$ cat config.mk
export PLATFORM = sky130hd
export DESIGN_NAME = gb_xfer_monitor
export DESIGN_NICKNAME = d
export VERILOG_FILES = /design/src/rtl/gb_xfer_monitor.sv
export SDC_FILE = /design/constraint.sdc
export NUM_CORES = 1
export LEC_CHECK = 0
export BUFFER_PORTS_ARGS = -buffer_cell sky130_fd_sc_hd__buf_2
export CORE_MARGIN = 8
export CORE_UTILIZATION = 30
export CTS_CLUSTER_SIZE = 10
export DETAILED_ROUTE_END_ITERATION = 10
export SYNTH_ARGS = -nofsm -noshare
export SYNTH_HDL_FRONTEND = slang
export SYNTH_SLANG_ARGS = --single-unit
export TNS_END_PERCENT = 1
$ cat constraint.sdc
create_clock -name clk -period 8.7 [get_ports clk]
set_input_delay 0.435 -clock clk [delete_from_list [all_inputs] [get_ports clk]]
set_output_delay 0.435 -clock clk [all_outputs]
set_load 0.01 [all_outputs]
$ cat src/rtl/gb_xfer_monitor.sv
// Global-buffer traffic monitor: per-channel accepted-beat counters closed into
// {ovf, id, count} records by group pullbacks, queued in a show-ahead FIFO.
module gb_xfer_monitor #(
  parameter int                      NUM_CH     = 5,
  parameter int                      NUM_GRP    = 2,
  parameter int                      GRP_W      = 1,
  parameter logic [NUM_CH*GRP_W-1:0] CH_GRP     = 5'b11000,
  parameter int                      CNT_WIDTH  = 32,
  parameter int                      FIFO_DEPTH = 8,
  parameter int                      ID_W       = 3
) (
  input  logic                        clk,
  input  logic                        rst_n,
  input  logic                        enable,
  input  logic [NUM_CH-1:0]           ch_val,
  input  logic [NUM_CH-1:0]           ch_rdy,
  input  logic [NUM_GRP-1:0]          pullback,
  output logic                        rec_val,
  input  logic                        rec_rdy,
  output logic [ID_W+CNT_WIDTH:0]     rec_data,
  output logic [15:0]                 drop_cnt,
  output logic                        busy
);

  localparam int REC_W = 1 + ID_W + CNT_WIDTH;
  localparam int AW    = $clog2(FIFO_DEPTH);
  localparam logic [CNT_WIDTH-1:0] CNT_MAX = {CNT_WIDTH{1'b1}};

  logic [NUM_CH-1:0]    beat_s;
  logic [NUM_CH-1:0]    close_s;
  logic [NUM_CH-1:0]    drain_s;
  logic [NUM_CH-1:0]    drop_s;
  logic [CNT_WIDTH-1:0] cnt_r  [NUM_CH];
  logic [REC_W-1:0]     snap_r [NUM_CH];
  logic [NUM_CH-1:0]    ovf_r;
  logic [NUM_CH-1:0]    pend_r;
  logic [ID_W-1:0]      sel_s;
  logic                 push_s;
  logic                 pop_s;
  logic                 full_s;
  logic                 empty_s;
  logic [REC_W-1:0]     mem_r [FIFO_DEPTH];
  logic [AW:0]          wr_ptr_r;
  logic [AW:0]          rd_ptr_r;
  logic [4:0]           drop_num_s;
  logic [16:0]          drop_sum_s;
  logic [15:0]          drop_cnt_r;

  // Beat qualification and mapping of group pullbacks onto channels
  always_comb begin
    beat_s  = ch_val & ch_rdy & {NUM_CH{enable}};
    close_s = {NUM_CH{1'b0}};
    for (int i = 0; i < NUM_CH; i++) begin
      for (int g = 0; g < NUM_GRP; g++) begin
        close_s[i] = close_s[i] | (pullback[g] & (CH_GRP[i*GRP_W +: GRP_W] == GRP_W'(g)));
      end
    end
  end

  // FIFO status flags from the extra pointer MSB
  always_comb begin
    empty_s = (wr_ptr_r == rd_ptr_r);
    full_s  = (wr_ptr_r[AW] != rd_ptr_r[AW]) && (wr_ptr_r[AW-1:0] == rd_ptr_r[AW-1:0]);
  end

  // Lowest-index pending channel wins the single push slot; a pop frees room the same cycle
  always_comb begin
    sel_s = {ID_W{1'b0}};
    for (int i = NUM_CH - 1; i >= 0; i--) begin
      sel_s = pend_r[i] ? ID_W'(i) : sel_s;
    end
    pop_s  = ~empty_s & rec_rdy;
    push_s = (|pend_r) & (~full_s | pop_s);
    for (int i = 0; i < NUM_CH; i++) begin
      drain_s[i] = push_s & (sel_s == ID_W'(i));
    end
    drop_s     = close_s & pend_r & ~drain_s;
    drop_num_s = 5'd0;
    for (int i = 0; i < NUM_CH; i++) begin
      drop_num_s = drop_num_s + {4'd0, drop_s[i]};
    end
    drop_sum_s = {1'b0, drop_cnt_r} + {12'd0, drop_num_s};
  end

  // Per-channel epoch counters, sticky overflow and snapshot/pending registers
  always_ff @(posedge clk or negedge rst_n) begin
    if (!rst_n) begin
      ovf_r  <= {NUM_CH{1'b0}};
      pend_r <= {NUM_CH{1'b0}};
      for (int i = 0; i < NUM_CH; i++) begin
        cnt_r[i]  <= {CNT_WIDTH{1'b0}};
        snap_r[i] <= {REC_W{1'b0}};
      end
    end else begin
      for (int i = 0; i < NUM_CH; i++) begin
        if (close_s[i]) begin
          // A beat coinciding with the close is the first beat of the new epoch
          snap_r[i] <= {ovf_r[i], ID_W'(i), cnt_r[i]};
          pend_r[i] <= 1'b1;
          cnt_r[i]  <= beat_s[i] ? CNT_WIDTH'(1'b1) : {CNT_WIDTH{1'b0}};
          ovf_r[i]  <= 1'b0;
        end else begin
          if (drain_s[i]) begin
            pend_r[i] <= 1'b0;
          end
          if (beat_s[i]) begin
            if (cnt_r[i] == CNT_MAX) begin
              ovf_r[i] <= 1'b1;
            end else begin
              cnt_r[i] <= cnt_r[i] + CNT_WIDTH'(1'b1);
            end
          end
        end
      end
    end
  end

  // FIFO pointers and saturating record-loss counter
  always_ff @(posedge clk or negedge rst_n) begin
    if (!rst_n) begin
      wr_ptr_r   <= {(AW+1){1'b0}};
      rd_ptr_r   <= {(AW+1){1'b0}};
      drop_cnt_r <= 16'd0;
    end else begin
      if (push_s) begin
        wr_ptr_r <= wr_ptr_r + (AW+1)'(1'b1);
      end
      if (pop_s) begin
        rd_ptr_r <= rd_ptr_r + (AW+1)'(1'b1);
      end
      drop_cnt_r <= drop_sum_s[16] ? 16'hFFFF : drop_sum_s[15:0];
    end
  end

  // Record storage; contents are don't-care until the pointers cover them
  always_ff @(posedge clk) begin
    if (push_s) begin
      mem_r[wr_ptr_r[AW-1:0]] <= snap_r[sel_s];
    end
  end

  assign rec_val  = ~empty_s;
  assign rec_data = empty_s ? {REC_W{1'b0}} : mem_r[rd_ptr_r[AW-1:0]];
  assign busy     = (|pend_r) | ~empty_s;
  assign drop_cnt = drop_cnt_r;

endmodule

==> key figures, run 1 <==
Run status
  • Status: completed

Run
  • Number of max-cap violations: 0

Synthesis
  • Mapped Cells: ~2,100
  • Netlist cell types: 71
  • Ys async rst share: 55.6%
  • Area leader, netlist: dfrtp_1
  • Mapped Area: 28,600 sq um
  • Net Count, Synth: approximately 2,200
  • Seq/Total Area, Yosys: 61.8%
  • Post-synth top area share: 31.6%
  • Top-count cell post-synth: dfrtp_1
  • Synth cell count leaders: dfrtp_1 (361), edfxtp_1 (288), mux2_2 (171), nor2_1 (134), nand2_1 (117)
  • Synth top area cells: dfrtp_1 (32%), edfxtp_1 (30%), mux2_2 (6.7%)
  • Yosys reg bits: 649
  • Number of flops mapped to enable cells by yosys: between 200 and 300
  • Most used DFF post-synth: dfrtp_1
  • Yosys warns: 0
  • Avg Cell Area, Syn: 13.4 sq um

Clock tree
  • Setup bufs post-CTS: 0
  • Clock tree buffer depth: 3
  • Clock Latency Late Sink: about 0.63 ns
  • CTS Buf Count: 75
  • Root Buffer: clkbuf_16
  • TritonCTS clock tree: yes
  • H-tree levels: 3
  • CTS clock-pin slew for the worst setup and hold paths: 0.06 ns
  • Clock tree sinks: approximately 650
  • Post-cts sizing count: 0

Worst setup path
  • Startpoint types: flip-flop
  • Worst-path maximum fanout: 30
  • CP max stage delay: around 0.8 ns
  • CP arrival: 5.61 ns
  • Critical setup path kind: flip-flop to flip-flop
  • Crit end category: flip-flop
  • Slowest stage cell, crit path: dfrtp_4
  • CP Cell Sequence: xor2_1, nor3_1, and2_1, nand2_1, nor2_1, fa_1, fa_1, ha_1, fa_1, a21oi_1, nor4_1, nand3_1, nand3_1, o21a_1
  • Worst path most repeated cell: fa_1
  • WP data required: 9.23 ns
  • Reg-to-reg setup timing slack: between 3 and 4 ns

Global routing
  • Largest net degree at the start of global routing: 172
  • Global route overflow: 0
  • Initial antenna violation count: 2
  • Number of global-route vias before repair: 18,700
  • Global-route wire length before repair: 114 mm
  • Gr usage total: 13.6%

Drt
  • Remaining DRCs: 0
  • Final ANT Viol Nets: 0
  • DR vias: 18,800
  • Drt via density: 5.35
  • 1st-iter DRT viols: roughly 2,000
  • Wire length per cell: between 20 and 25 um
  • First-pass iteration count of the detailed router: 7
  • Final wirelength: about 74 mm

Die
  • Total Die Area: roughly 110,000 sq um
  • Die height: 325 um
  • CORE AREA: 94,700 sq um
  • # IOs: 70
  • Die W: 325 um
  • Row count: 113
  • Initial Utilization: 30.2%

Cells and area
  • Register area: 17,700 sq um
  • Layout area overhead: 13.7%
  • Final Core Density: 34.3%
  • Fin nets: 2,227
  • Area of the multi-input gates: 10,400 sq um
  • Layout cells sized above 1: 20.5%
  • Fill cells: around 9,200

Timing
  • Slew HR: under 10%
  • Setup Skew: 0.0441 ns
  • Hold Fails Final Rpt: 0
  • RSZ-0062 raised after global routing: no
  • Achievable clock frequency: 0.197 GHz
  • Tightest Pin Transition: 1.34 ns
  • TNS Setup: 0 ns
  • Period utilisation layout: 58.5%
  • Endpoints failing setup: 0
  • Fin crit period: 5.09 ns
  • Max-slew violation count: 0

Hold path
  • Worst Hold Class: primary input to flip-flop

Pwr
  • Leakage: 0.0124 uW
  • Power Density: 268 nW/um^2
  • Worst VDD drop: around 0.25 mV

Placement
  • Port Buffers: 69
  • Detailed placer's ending HPWL: 47.8 mm
  • Placer Congestion: 0.849
==> cell families (layout without fill, tap and decap cells) <==
| family | Yosys count | after routing | synth area share (%) |
|---|---|---|---|
| other | 0 | 4 | 0 |
| AO/OA/AOI/OAI | 363 | 363 | 8.22 |
| multiplexers | 288 | 288 | 14.0 |
| AND/OR/NAND/NOR | 640 | 640 | 12.0 |
| adder cells (fa/ha/maj) | 14 | 14 | 0.691 |
| flip-flops | 649 | 649 | 61.8 |
| buffers and inverters | 151 | 243 | 2.17 |
| XOR/XNOR | 37 | 37 | 1.13 |
==> layer usage <==
metal / vias up / track usage (%) / wire (um)
met3: 95 / 2.41 / 3540
met4: 0 / 3.66 / 1400
met2: 493 / 22.3 / 35600
met1: 9762 / 18.5 / 32900
li1: 8403 / - / -
met5: - / 0 / 0
==> path summary, 6_finish.rpt <==
kind                       cells past startpoint           end   startpoint
max                                           14  drop_cnt[13]  rd_ptr_r[0]
min                                            3   rd_ptr_r[2]      rec_rdy
max reg2reg                                   14  drop_cnt[13]  rd_ptr_r[0]
min reg2reg                                    1   rd_ptr_r[3]  rd_ptr_r[3]
max in group asynchronous                      4     snap_r[7]        rst_n
min in group asynchronous                      2    cnt_r[104]        rst_n
==> critical path: cells and delay by family, from the launching register on <==
kind | cells | cell delay, ns
adder cells (fa/ha/maj) | 4 | 1.44
flip-flops | 1 | 0.81
AO/OA/AOI/OAI | 2 | 0.28
AND/OR/NAND/NOR | 7 | 2.25
XOR/XNOR | 1 | 0.19
==> layout make-up <==
| type | count | area share (%) |
|---|---|---|
| sequential | 649 | 54.4 |
| multi-input combinational | 1342 | 31.9 |
| clock buffer | 107 | 6.17 |
| tap | 1265 | 4.87 |
| timing repair buffer | 97 | 1.81 |
| clock inverter | 7 | 0.466 |
| inverter | 32 | 0.369 |
| antenna | 4 | 0.0308 |
==> flip-flops by register name, indices dropped and copies added, names as in the netlist <==
name,cells
mem_r,288
ovf_r,5
cnt_r,160
snap_r,167
wr_ptr_r,4
drop_cnt,16
rd_ptr_r,4
pend_r,5
==> per-stage QoR <==
stage	hold slack [ns]	instance area (sq um)	setup WS (ns)	std cells	total power, uW
2_1_floorplan	0.139	28600	3.12	2142	5190
3_3_place_gp	0.445	30300	3.79	3384	5960
3_5_place_dp	0.457	30300	3.64	3384	6010
4_1_cts	0.140	32500	3.57	3499	8870
5_1_grt	0.171	32500	3.05	3501	9130
6_report	0.170	32500	3.61	3503	8710
==> placed cells by master (no fill, tap or decap), types with 25 or more instances in the layout <==
master       n
a31oi_1     30
dfrtp_1    358
nor2_1     134
buf_2       66
clkbuf_1    31
o21ai_0     65
a21oi_1    115
a222oi_1    33
edfxtp_1   288
mux4_2      72
or3_1       75
o31ai_1     41
nor3_1      25
buf_4       27
clkbuf_16   75
inv_1       31
mux2i_1     40
nand3_1     71
mux2_2     171
nand2_1    117
nand4_1     52
or4_1       48
==> repair_timing <==
item / 4_1_cts / 5_1_grt
hold buffers: 1 / 0
endpoints found under the setup margin: 0 / 0
endpoints found under the hold margin: 74 / 0
==> report_power, final <==
group	leakage [uW]	switching [uW]	total (uW)	internal (uW)
Sequential	0.00768	179	3860	3680
Combinational	0.00365	1190	2000	816
Clock	0.00103	1230	2840	1610
Total	0.0124	2600	8710	6110
Note: power is estimated with default switching activity, not from simulation.
==> run 2, diff against run 1 <==
--- a/config.mk
+++ b/config.mk
@@ -5,6 +5,7 @@
 export SDC_FILE = /design/constraint.sdc
 export NUM_CORES = 1
 export LEC_CHECK = 0
+export ABC_AREA = 1
 export BUFFER_PORTS_ARGS = -buffer_cell sky130_fd_sc_hd__buf_2
 export CORE_MARGIN = 8
 export CORE_UTILIZATION = 30
==> constraint.sdc (replaced) <==
create_clock -name clk -period 4.9 [get_ports clk]
set_input_delay 0.245 -clock clk [delete_from_list [all_inputs] [get_ports clk]]
set_output_delay 0.245 -clock clk [all_outputs]
set_load 0.01 [all_outputs]
==> run 2 against run 1 <==
Non-clock buffer count rose by 9. Core utilization decreased by 0.40 points. Synthesized area increased by 10%. Sequential share of layout area down 4.6 points. Worst hold slack got worse by 0.083 ns. Largest power group unchanged. Highest routed layer unchanged.
==> key figures, run 2 <==
Run status
  • Status: completed

Placement
  • Detailed placer's ending HPWL: 60.4 mm (+26%)
  • Port Buffers: 69 (unchanged)
  • Placer Congestion: 0.877 (+3.3%)
  • Dpl ws: 0.438 ns (-3.20 ns)
  • Dpl cells: 5,098 (+51%)

Global routing
  • Global-route wire length before repair: 139 mm (+22%)
  • Number of global-route vias before repair: 24,100 (+29%)
  • Gr usage total: 15.0% (+1.5 points)
  • Global route overflow: 0 (unchanged)
  • Largest net degree at the start of global routing: 121 (-30%)
  • Initial antenna violation count: 3 (+1)

Clock tree
  • Clock Latency Late Sink: 0.64 ns (about the same)
  • CTS Buf Count: 78 (+4.0%)
  • TritonCTS clock tree: yes
  • Root Buffer: clkbuf_16
  • Clock tree sinks: 649 (unchanged)
  • CTS clock-pin slew for the worst setup and hold paths: 0.06 ns (about the same)
  • H-tree levels: 3 (unchanged)
  • Clock tree buffer depth: 3 (unchanged)

Die
  • Total Die Area: 116,000 sq um (+9.5%)
  • Die W: 340 um (+4.6%)
  • Row count: 119 (+5.3%)
  • # IOs: 70 (unchanged)
  • Initial Utilization: 30.1% (-0.13 points)
  • Die height: 340 um (+4.6%)
  • CORE AREA: 105,000 sq um (+10%)

Timing
  • Endpoints failing setup: 0 (unchanged)
  • RSZ-0062 raised after global routing: no
  • Slew HR: 27.7% (+18 points)
  • Period utilisation layout: 89.6% (+31 points)
  • Hold Fails Final Rpt: 0 (unchanged)
  • TNS Setup: 0 ns (unchanged)
  • Max-slew violation count: 0 (unchanged)
  • Setup ws final: 0.509 ns (-3.10 ns)
  • Achievable clock frequency: 0.228 GHz (+16%)
  • Setup Skew: 0.0295 ns (-0.0147 ns)
  • Fin crit period: 4.39 ns (-0.697 ns)
  • Tightest Pin Transition: 1.08 ns (-0.264 ns)

Worst setup path
  • Startpoint types: flip-flop
  • Worst-path maximum fanout: 14 (-53%)
  • CP arrival: 4.93 ns (-0.68 ns)
  • CP Cell Sequence: xnor2_1, nand2_1, nor2_1, nand3b_1, nor3_1, fa_1, fa_1, ha_1, fa_1, nand2_1, nand2_1, nand4_1, nor2_1, nand4_1, nand3_1
  • CP max stage delay: 0.55 ns (-0.26 ns)
  • Crit end category: flip-flop
  • Slowest stage cell, crit path: fa_1
  • Critical setup path kind: flip-flop to flip-flop
  • WP data required: 5.44 ns (-3.79 ns)

Cells and area
  • Commonest non-fill, non-tap cell in the layout: nand2_1
  • Layout cells sized above 1: 7.30% (-13 points)
  • Largest register FFs: 288 (unchanged)
  • Layout area overhead: 12.9%
  • Non-filler cells, final: 5,227 (+49%)
  • Fin nets: 3,819 (+71%)
  • Commonest non-fill, non-tap cells in the layout: nand2_1 (1,167), nor2_1 (583), o21ai_0 (466), dfrtp_1 (359), edfxtp_1 (288)

Synthesis
  • Mapped Cells: 3,766 (+76%)
  • Synth top area cells: dfrtp_1 (29%), edfxtp_1 (27%), nand2_1 (14%)
  • Seq/Total Area, Yosys: 56.2% (-5.6 points)
  • Synth cell count leaders: nand2_1 (1,167), nor2_1 (588), o21ai_0 (466), dfrtp_1 (361), edfxtp_1 (288)
  • Post-synth top area share: 28.7% (-2.9 points)
  • Most used DFF post-synth: dfrtp_1
  • Netlist cell types: 36 (-49%)
  • Number of flops mapped to enable cells by yosys: 288 (unchanged)
  • Yosys warns: 0 (unchanged)
  • Avg Cell Area, Syn: 8.36 sq um (-37%)
  • Area leader, netlist: dfrtp_1
  • Yosys reg bits: 649 (unchanged)
  • Net Count, Synth: 3,796 (+75%)
  • Top-count cell post-synth: nand2_1
  • Mapped Area: 31,500 sq um (+10%)
  • Ys async rst share: 55.6% (unchanged)

Drt
  • Remaining DRCs: 0 (unchanged)
  • Drt via density: 4.83 (-9.7%)
  • Final wirelength: 89.3 mm (+21%)
  • 1st-iter DRT viols: 2,254 (+12%)
  • First-pass iteration count of the detailed router: 5 (-2)
  • Final ANT Viol Nets: 0 (unchanged)
  • DR vias: 25,300 (+35%)
  • Wire length per cell: 17.1 um (-19%)

Run
  • Number of max-cap violations: 0 (unchanged)

Hold path
  • Worst Hold Class: primary input to flip-flop

Pwr
  • Leakage: 0.0137 uW (+11%)
  • Worst VDD drop: 0.342 mV (+39%)
  • Power Total: 16,400 uW (+88%)
  • Power Density: 462 nW/um^2 (+73%)
-- run 2: logic make-up (layout without fill, tap and decap cells) --
| family | count (synthesis) | count (layout) | synth area share (%) |
|---|---|---|---|
| simple gates | 2088 | 2088 | 26.9 |
| flops | 649 | 649 | 56.2 |
| compound gates | 581 | 581 | 9.99 |
| buf+inv | 403 | 472 | 5.40 |
| xor+xnor | 31 | 31 | 0.863 |
| fa+ha+maj | 14 | 14 | 0.628 |
| other cells | 0 | 1 | 0 |
-- run 2: path summary, 6_finish.rpt --
path	slack, ns	end	depth (start not counted)	start
min in group asynchronous	0.21	cnt_r[157]	2	rst_n
min reg2reg	0.47	snap_r[179]	2	ovf_r[0]
max in group asynchronous	3.31	rd_ptr_r[0]	3	rst_n
max reg2reg	0.51	drop_cnt[15]	15	rd_ptr_r[1]
min	0.09	snap_r[105]	3	pullback[0]
max	0.51	drop_cnt[15]	15	rd_ptr_r[1]
-- run 2: cell type report --
type                       count  area [sq um]
antenna                        1          2.50
clock buffer                 113          2140
clock inverter                13           206
fill                       10800         69200
inverter                     240           911
multi-input combinational   2714         12100
sequential                   649         17700
tap                         1391          1740
timing repair buffer         106           676
-- run 2: what timing repair did --
item,in CTS,in global routing
setup buffers,0,0
endpoints found under the hold margin,81,0
resized for setup,0,0
hold buffers,2,0
-- run 2: routing by layer --
metal	vias to the layer above	wire length, um	track usage (%)
met5	-	0	0
met4	0	3260	5.39
met3	154	4810	2.40
li1	12400	-	-
met1	12100	40900	21.0
met2	606	40300	23.6
-- run 2: per-stage QoR --
step           utilization (%)  cell area, sq um  hold WS (ns)
2_1_floorplan                -             31500       -0.0506
3_3_place_gp              31.7             33100         0.289
3_5_place_dp              31.7             33100         0.296
4_1_cts                   33.9             35500        0.0508
5_1_grt                   33.9             35500        0.0922
6_report                  33.9             35500        0.0863
-- run 2: report_power, final --
| part | switching (uW) | internal, uW | total [uW] |
|---|---|---|---|
| clock | 2310 | 3100 | 5410 |
| combinational | 3000 | 1210 | 4210 |
| sequential | 228 | 6550 | 6780 |
-- run 2: worst max-delay path: cells and delay by family (launching register included) --
| family | cells | cell delay (ns) |
|---|---|---|
| xor+xnor | 1 | 0.25 |
| fa+ha+maj | 4 | 1.43 |
| flops | 1 | 0.47 |
| simple gates | 10 | 2.15 |
==> run 3, diff against run 2 <==
--- a/config.mk
+++ b/config.mk
@@ -8,9 +8,10 @@
 export ABC_AREA = 1
 export BUFFER_PORTS_ARGS = -buffer_cell sky130_fd_sc_hd__buf_2
 export CORE_MARGIN = 8
-export CORE_UTILIZATION = 30
+export CORE_UTILIZATION = 60
 export CTS_CLUSTER_SIZE = 10
 export DETAILED_ROUTE_END_ITERATION = 10
+export PLACE_DENSITY = 0.77
 export SYNTH_ARGS = -nofsm -noshare
 export SYNTH_HDL_FRONTEND = slang
 export SYNTH_SLANG_ARGS = --single-unit
==> run 3 against run 2 <==
Combinational power decreased by 4%. Worst hold slack got worse by 0.0076 ns. Core utilization increased by 32 points. Register-to-register slack got worse by 0.05 ns.
==> key figures, run 3 (synthesis gave the netlist of run 2 again) <==
Worst setup path
  • Worst reg2reg startpoint: rd_ptr_r[1]
  • WP data required: 5.44 ns (about the same)
  • Slowest stage cell, crit path: fa_1
  • Critical Path End: drop_cnt[15]
  • CP Cell Sequence: xnor2_1, nand2_1, nor2_1, nand3b_1, nor3_1, fa_1, fa_1, ha_1, fa_1, nand2_1, nand2_1, nand4_1, nor2_1, nand4_1, nand3_1
  • Startpoint types: flip-flop
  • Reg-to-reg setup timing slack: 0.46 ns (-0.05 ns)
  • Critical setup path kind: flip-flop to flip-flop
  • Worst r2r dst: drop_cnt[15]
  • Critical Path Start: rd_ptr_r[1]
  • CP arrival: 4.97 ns (+0.04 ns)
  • Worst-path maximum fanout: 14 (unchanged)
  • R2R depth: 15 (unchanged)
  • CP max stage delay: 0.55 ns (about the same)
  • Crit end category: flip-flop

Drt
  • Final wirelength: 82.3 mm (-7.8%)
  • Remaining DRCs: 0 (unchanged)
  • Wire length per cell: 18.3 um (+6.9%)
  • Drt via density: 5.66 (+17%)
  • First-pass iteration count of the detailed router: 7 (+2)
  • 1st-iter DRT viols: 3,009 (+33%)
  • Final ANT Viol Nets: 0 (unchanged)
  • DR vias: 25,500 (+1.1%)

Hold path
  • Worst Hold Class: primary input to flip-flop

Global routing
  • Global-route wire length before repair: 129 mm (-7.2%)
  • Initial antenna violation count: 1 (-2)
  • Largest net degree at the start of global routing: 136 (+12%)
  • Global route overflow: 0 (unchanged)
  • Number of global-route vias before repair: 23,600 (-2.0%)
  • Gr usage total: 27.2% (+12 points)

Timing
  • Period utilisation layout: 90.5% (+0.93 points)
  • Endpoints failing setup: 0 (unchanged)
  • Setup ws final: 0.463 ns (-0.0456 ns)
  • RSZ-0062 raised after global routing: no
  • Hold Fails Final Rpt: 0 (unchanged)
  • Achievable clock frequency: 0.225 GHz (-1.0%)
  • Fin crit period: 4.44 ns (+0.0456 ns)
  • TNS Setup: 0 ns (unchanged)
  • Tightest Pin Transition: 1.22 ns (+0.140 ns)
  • Setup Skew: 0.0325 ns (+0.00302 ns)
  • Max-slew violation count: 0 (unchanged)
  • Slew HR: 17.8% (-9.9 points)

Clock tree
  • TritonCTS clock tree: yes
  • Post-cts sizing count: 0 (unchanged)
  • CTS clock-pin slew for the worst setup and hold paths: 0.06 ns (about the same)
  • Root Buffer: clkbuf_16
  • Clock tree buffer depth: 3 (unchanged)
  • CTS Buf Count: 76 (-2.6%)
  • H-tree levels: 3 (unchanged)
  • Clock Latency Late Sink: 0.63 ns (about the same)
  • Clock tree sinks: 649 (unchanged)

Cells and area
  • Layout area overhead: 9.59%
  • Final antenna diode count: 0 (-1)
  • Commonest non-fill, non-tap cells in the layout: nand2_1 (1,167), nor2_1 (583), o21ai_0 (466), dfrtp_1 (359), edfxtp_1 (288)
  • Largest register FFs: 288 (unchanged)
  • Layout cells sized above 1: 7.12% (-0.18 points)
  • Fin nets: 3,816 (-0.079%)
  • Fin area: 34,500 sq um (-2.9%)
  • Fill cells: 4,234 (-61%)
  • Commonest non-fill, non-tap cell in the layout: nand2_1

Die
  • # IOs: 70 (unchanged)
  • CORE AREA: 52,200 sq um (-50%)
  • Total Die Area: 60,000 sq um (-48%)
  • Die W: 245 um (-28%)
  • Row count: 84 (-29%)
  • Initial Utilization: 60.2% (+30 points)
  • Die height: 245 um (-28%)

Placement
  • Port Buffers: 69 (unchanged)
  • Post-DP Area: 32,200 sq um (-2.7%)
  • Placer Congestion: 0.959 (+9.3%)
  • Dpl ws: 0.528 ns (+0.0894 ns)
  • Detailed placer's ending HPWL: 55.5 mm (-8.2%)

Pwr
  • Worst VDD drop: 0.342 mV (-0.16%)
  • Leakage: 0.0136 uW (-0.46%)
  • Power Density: 464 nW/um^2 (+0.53%)

Run
  • Number of max-cap violations: 0 (unchanged)

Run status
  • Status: completed
==> run 3: repair_timing <==
action,in CTS,in global routing
setup buffers,0,0
hold endpoints to repair,50,0
hold buffers,2,0
setup endpoints to repair,0,0
==> run 3: stage by stage <==
stage,power (uW),cells,utilization [%],hold slack (ns)
after floorplan,9500,3766,-,-0.0506
after global placement,10900,4394,61.7,0.182
after detailed placement,10900,4394,61.7,0.187
after CTS,16100,4510,66.0,0.0475
after global routing,16800,4510,66.0,0.0840
final,16000,4510,66.0,0.0787
==> run 3: critical path: cells and delay by family (launching register included) <==
kind          cells  cell delay [ns]
xor+xnor          1             0.21
fa+ha+maj         4             1.42
flops             1             0.47
simple gates     10             2.24
==> run 3: where the power goes <==
| group | leakage (uW) | internal (uW) | total (uW) | switching [uW] |
|---|---|---|---|---|
| Clock | 0.00107 | 2960 | 5160 | 2200 |
| Combinational | 0.00489 | 1200 | 4060 | 2850 |
| Sequential | 0.00768 | 6560 | 6800 | 240 |
==> run 3: per-layer routing <==
layer | global-route usage, % | share of wire [%] | vias to the layer above
met5 | 0 | 0.016 | -
met4 | 10.8 | 4.0 | 2
met3 | 4.86 | 7.3 | 176
met2 | 44.3 | 48 | 949
met1 | 36.3 | 41 | 12000
li1 | - | - | 12400
==> run 3: worst min path at each step <==
stage	from	end	slack, ns	depth (start not counted)
finish	pullback[0]	ovf_r[2]	0.08	2
global placement	rst_n	cnt_r[83]	0.18	1
CTS	pullback[0]	ovf_r[2]	0.05	2
global route	pullback[0]	ovf_r[2]	0.08	2
floorplan	rst_n	cnt_r[0]	-0.05	0
detailed placement	rst_n	cnt_r[76]	0.19	1
==> run 3: area by class of cell <==
type | instances | area (sq um) | area share (%)
clock inverter | 8 | 155 | 0.450
timing repair buffer | 105 | 656 | 1.90
tap | 688 | 861 | 2.50
inverter | 240 | 911 | 2.64
multi-input combinational | 2714 | 12100 | 35.2
sequential | 649 | 17700 | 51.3
clock buffer | 106 | 2080 | 6.02
